===== config.mk =====
export PLATFORM = sky130hd
export DESIGN_NAME = grid_router_gcr_tx_sched
export DESIGN_NICKNAME = d
export VERILOG_FILES = /design/src/rtl/grid_router_gcr_tx_sched.sv
export SDC_FILE = /design/constraint.sdc
export NUM_CORES = 1
export LEC_CHECK = 0
export CORE_AREA = 2 2 67 69
export CTS_CLUSTER_SIZE = 8
export DETAILED_ROUTE_END_ITERATION = 8
export DIE_AREA = 0 0 69 71
export PLACE_DENSITY = 0.67
export SYNTH_ARGS = -nofsm -noshare
export SYNTH_HDL_FRONTEND = slang
export SYNTH_SLANG_ARGS = --single-unit

===== constraint.sdc =====
create_clock -name clk -period 2.4 [get_ports clk]
set_clock_uncertainty 0.15 [all_clocks]
set_input_delay 0.24 -clock clk [delete_from_list [all_inputs] [get_ports clk]]
set_output_delay 0.24 -clock clk [all_outputs]
set_load 0.05 [all_outputs]

===== src/rtl/grid_router_gcr_tx_sched.sv =====
// Transmit scheduler for one grid-router output link: arbitrates NPORT symbol sources,
// drives the registered GCR encoder and serialises its 8-bit code MSB-first.
// Define GRID_ROUTER_GCR_RR_EN for round-robin arbitration; otherwise fixed priority.
module grid_router_gcr_tx_sched #(
  parameter int         NPORT    = 4,
  parameter logic [5:0] IDLE_SYM = 6'h00
) (
  input  logic               clk,
  input  logic               rst_n,
  input  logic [NPORT-1:0]   req_valid,
  input  logic [NPORT*6-1:0] req_data,
  input  logic [NPORT-1:0]   req_last,
  output logic [NPORT-1:0]   req_ready,
  output logic [NPORT-1:0]   grant,
  output logic [5:0]         enc_i,
  input  logic [7:0]         enc_o,
  output logic               tx_bit,
  output logic               tx_frame,
  output logic               busy
);

  localparam logic [NPORT-1:0] ONE       = NPORT'(1);
  localparam logic [7:0]       IDLE_CODE = 8'h96;

  logic [2:0]       bcnt;
  logic             slot;
  logic             locked;
  logic             tag_i;
  logic             tag_o;
  logic             tag_sh;
  logic [7:0]       shreg;
  logic [NPORT-1:0] win;
  logic [NPORT-1:0] xfer;
  logic             xfer_any;
  logic             xfer_last;
  logic [5:0]       xfer_data;

  function automatic logic [NPORT-1:0] lowest(input logic [NPORT-1:0] v);
    return v & (~v + ONE);
  endfunction

  assign slot = (bcnt == 3'd5);

`ifdef GRID_ROUTER_GCR_RR_EN
  logic [NPORT-1:0] above;

  // Ports numbered above the last owner; empty after reset (grant==0), so port 0 wins first.
  assign above = ~(grant | (grant - ONE));
  assign win   = ((req_valid & above) != '0) ? lowest(req_valid & above)
                                             : lowest(req_valid);
`else
  assign win = lowest(req_valid);
`endif

  assign req_ready = slot ? (locked ? grant : win) : '0;
  assign xfer      = req_ready & req_valid;
  assign xfer_any  = |xfer;

  // NOTE: defaults are assigned first so every path writes both outputs; no latch is inferred.
  always_comb begin
    xfer_data = IDLE_SYM;
    xfer_last = 1'b0;
    for (int p = 0; p < NPORT; p++) begin
      if (xfer[p]) begin
        xfer_data = req_data[6*p +: 6];
        xfer_last = req_last[p];
      end
    end
  end

  // NOTE: non-blocking assignments so every register samples the pre-edge values.
  always_ff @(posedge clk or negedge rst_n) begin
    if (!rst_n) begin
      bcnt   <= 3'd0;
      locked <= 1'b0;
      grant  <= '0;
      enc_i  <= IDLE_SYM;
      tag_i  <= 1'b0;
      tag_o  <= 1'b0;
      tag_sh <= 1'b0;
      shreg  <= IDLE_CODE;
    end else begin
      bcnt  <= bcnt + 3'd1;
      tag_o <= tag_i;
      if (slot) begin
        enc_i <= xfer_data;
        tag_i <= xfer_any;
        if (xfer_any) begin
          grant  <= xfer;
          locked <= ~xfer_last;
        end
      end
      // enc_o reflects the enc_i written two cycles earlier, so bcnt==7 loads the slot's code.
      if (bcnt == 3'd7) begin
        shreg  <= enc_o;
        tag_sh <= tag_o;
      end else begin
        shreg <= {shreg[6:0], 1'b0};
      end
    end
  end

  assign tx_bit   = shreg[7];
  assign tx_frame = tag_sh;
  assign busy     = locked | tag_i | tag_o | tag_sh;

endmodule

# Word level (Yosys, flattened, before mapping)
# Index checks and enable logic that the tools add are counted.
# W data, S select, Z words.
[word_totals]
register_bits = 25
input_bits = 42
out_inout_bits = 17
wordCells = 32
[classes]
add_sub_neg = 2
eq_ne = 2
muxes = 11
bitwise_logic = 7
n_reduce_logical = 2
[op_table]
columns = ["operator", "n"]
rows = [
  ["$mux W6", 4],
  ["$and A4 B4 Y4", 2],
  ["$mux W4", 2],
  ["$mux W8", 1],
  ["$eq A3 B3 Y1 const B", 2],
  ["$add A4 B1 Y4 const B", 1],
  ["$mux W1", 4],
  ["$not A4 Y4", 1],
  ["$reduce_or A4 Y1", 1],
  ["$add A3 B1 Y3 const B", 1],
  ["$or A1 B1 Y1", 3],
  ["$reduce_and A2 Y1", 1],
  ["$not A1 Y1", 1],
]

# Longest topological paths before layout
[logic_depth]
depth_word = 11
depth_mapped = 7
mapped_depth_nobuf = 6

# Least setup slack after synthesis
# OpenSTA, ideal clock, no wires.
[synth_path]
kind = "register to register"
startpoint = "register grant[1]"
endpoint = "register enc_i[5]"
setup_time_ns = 0.130
arrival_time_ns = 1.819
required_time_ns = 2.120
path_slack_ns = 0.302
path_stages_with_launch = 7
path_buffers = 2
period_less_slack_ns = 2.098
cell_sequence = "dfrtp_1 > and2b_1 > buf_6 > or3_4 > buf_6 > a311oi_1 > o31ai_1"
[synth_via]
elab_chain_len = 6
[synth_lines]
columns = ["element", "line", "rtl"]
rows = [
  ["start, declared", "14", "output logic [NPORT-1:0] grant,"],
  ["start signal, assigned", "89", "grant <= xfer;"],
  ["$mux W4 (2 in a row)", "55", "assign req_ready = slot ? (locked ? grant : win) : '0;"],
  ["$and A4 B4 Y4", "56", "assign xfer = req_ready & req_valid;"],
  ["$mux W6 (3 in a row)", "64", "if (xfer[p]) begin"],
  ["end signal, assigned", "86", "enc_i <= xfer_data;"],
  ["end, declared", "15", "output logic [5:0] enc_i,"],
]
# Every way passes these cells.
# A chain may end at the register's enable or synchronous reset.

# Final worst setup path
[layout_path]
startpoint = "register bcnt[1]"
endpoint = "output port req_ready[0]"
[layout_via]
elab_chain_len = 2
[layout_lines]
columns = ["element", "line", "rtl"]
rows = [
  ["start, declared", "25", "logic [2:0] bcnt;"],
  ["start signal, assigned", "83", "bcnt <= bcnt + 3'd1;"],
  ["$eq A3 B3 Y1", "42", "assign slot = (bcnt == 3'd5);"],
  ["$mux W4", "55", ""],
  ["end, declared", "13", "output logic [NPORT-1:0] req_ready,"],
]
# Every way passes these cells.

==> metrics.yaml <==
outcome: "completed"
synth_top_area_share_pct: 36.7
cts_max_path_buffers: 2
yosysMostFrequentCell: "dfrtp_1"
hold_violations: 0
antenna_found_initial: 0
drive_gt1_share_pct: 17.9
crit_type: "reg2out"
syn_nets: 177
die_x_um: 69
ys.flop_type: "dfrtp_1"
num_vias: 1302
p_total_uw: 1600
cp_num_cells: 5
ys_warn_count: 0
final_nets: 236
critical_path.cell_chain: "inv_1 -> ha_1 -> nand2_1 -> a21oi_1 -> buf_12"
initial_core_util_pct: 34.0
hold_path.class: "in2async"
io_buffers: 58
path_buf_inv: 2
max_freq_ghz: 0.466
cts.sinks: 25
synth_top_area_cell: "dfrtp_1"
fin_crit_sh_pct: 89.5
rr_startpoint: "locked$_DFFE_PN0P_"
crit_path_end: "req_ready[0]"
utilization_pct: 50.4
hold_buffers: 0
dp_hpwl_um: 2980
core-area_um2: 4200
swShare_pct: 42.0
pre_cts_ws_ns: 0.201
drtAntennaViolNets: 0
insertion_delay_ns: 0.28
cts_resized: 0
drc: 0
powerDensity_nw_per_um2: 755
p_int_uw: 928
diodes: 0
die-height_um: 71
first_global_vias: 1342
globalRoute.totalOverflow: 0
path_clk_slew_ns: 0.10
drt_wl_total_um: 3940
async_reset_ff_share_pct: 100
cts_made_buffers: 3
vdd_ir_drop_max_mv: 0.316
area_delta_synth_final_pct: 48.0
syn_area_per_cell_um2: 10.8
synth_seq_area_share_pct: 44.1
switchingPower_uw: 672
cts-htree-levels: 1
comb_power_share_pct: 45.1
vias_per_cell: 5.38
syn_area_um2: 1430
cts_tree: "done"
fin_setup_tns_ns: 0
r2r_slack_ns: 0.33
min_period_ns: 2.15
syn_inst: 132
setup_viol: 0
power.leakage_uw: 0.000829
io-pin-count: 59
synth-seq-cells: 25
clkPwrFrac_pct: 16.3
regToRegEndpoint: "enc_i[4]$_DFFE_PN0N_"
fin_ws_ns: 0.252
grt_pass1_wl_um: 6730
required_ns: 2.01
netlist_top_cells_count: "21 x dfrtp_1, 10 x nor2_1, 9 x nand2_1"
slew_headroom_pct: 64.4
cp-start-kind: "register"
slew_viol_final: 0
synth_edf_count: 0
nFillCells: 406
cp_max_fo: 14
track_usage_pct: 17.3
synthTopCellsByArea: "dfrtp_1 37%, dfstp_2 7.3%, mux2_2 6.3%"
cp.arrival_ns: 1.76
avgRoutedWirePerCell_um: 16.3
design.die.area_um2: 4900
gp_congestion: 0.794
worst_slew_pin_slew_ns: 0.533
r2r_cells: 4
cpPeakStageDelay_ns: 0.39
std_cell_rows: 24
crit_family: "flip-flops"
seqPwrFrac_pct: 38.5
first_pass_iters: 4
grt_start_max_net_pins: 26
maxCapViolCount: 0
drt-initial-drc-count: 62
timing.hold.ws_ns: 0.164
clock-root-buffer: "clkbuf_8"
critPathLaunch: "bcnt[1]$_DFF_PN0_"
end_kind: "output pin"
rsz0062_at_grt: "no"
post-cts-setup-buffer-count: 0
yosysUniqueCellTypes: 44
cp_slowest_cell: "dfrtp_1"
[registers in the layout, indices dropped and copies added, names as in the netlist]
signal	cells
bcnt	3
enc_i	6
grant	4
locked	1
shreg	8
tag_i	1
tag_o	1
tx_frame	1
[stage by stage]
step	cell area, um2	instances
5_1_grt	2120	242
4_1_cts	2120	242
6_report	2120	242
3_5_place_dp	2070	238
2_1_floorplan	1430	132
3_3_place_gp	2070	238
[routing by layer]
layer | vias to the layer above | GRT usage [%] | part of all wire, %
met2 | 53 | 27.8 | 49
met1 | 625 | 22.4 | 43
met3 | 9 | 2.85 | 5.0
met4 | 0 | 9.37 | 3.1
met5 | - | 0 | 0
li1 | 615 | - | -
[cells by family after synthesis]
kind of cell	count (synthesis)	share of synthesized area (%)
and+or+nand+nor	45	19.2
AOI/OAI and AO/OA	37	21.2
DFF	25	44.1
buffers and inverters	14	6.64
muxes	8	6.29
adders and majority gates	3	2.62
[how the worst min path moves through the flow]
stage,start,end,cells after the start
2_1_floorplan,rst_n,bcnt[0]$_DFF_PN0_,0
3_3_place_gp,tag_i$_DFFE_PN0N_,tag_o$_DFF_PN0_,0
3_5_place_dp,tag_i$_DFFE_PN0N_,tag_o$_DFF_PN0_,0
4_1_cts,rst_n,grant[2]$_DFFE_PN0P_,2
5_1_grt,rst_n,grant[2]$_DFFE_PN0P_,2
6_report,rst_n,grant[2]$_DFFE_PN0P_,2
[layout make-up]
type / count / area [um2] / area share [%]
Multi-Input combinational cell: 93 / 706 / 33.3
Timing Repair Buffer: 62 / 648 / 30.6
Sequential cell: 25 / 631 / 29.8
Tap cell: 52 / 65.1 / 3.07
Clock buffer: 3 / 41.3 / 1.95
Inverter: 6 / 22.5 / 1.06
Clock inverter: 1 / 5.00 / 0.236
[power by group through the flow]
| stage | Combinational [uW] | Sequential (uW) | Clock, uW |
|---|---|---|---|
| after floorplan | 257 | 842 | 0 |
| after global placement | 710 | 621 | 0 |
| after detailed placement | 722 | 627 | 0 |
| after CTS | 724 | 618 | 263 |
| after global routing | 763 | 632 | 289 |
| final | 722 | 617 | 261 |
[placed cells by master (no fill, tap or decap), drive strengths merged, types with 6 or more instances in the layout]
master and instances:
a2bb2oi 6, a311oi 6, buf 9, clkdlybuf4s50 53
dfrtp 21, inv 6, mux2 8, nand2 10
nor2 10, nor4b 6, o31ai 6
No activity file was read; power rests on OpenSTA's default activity.
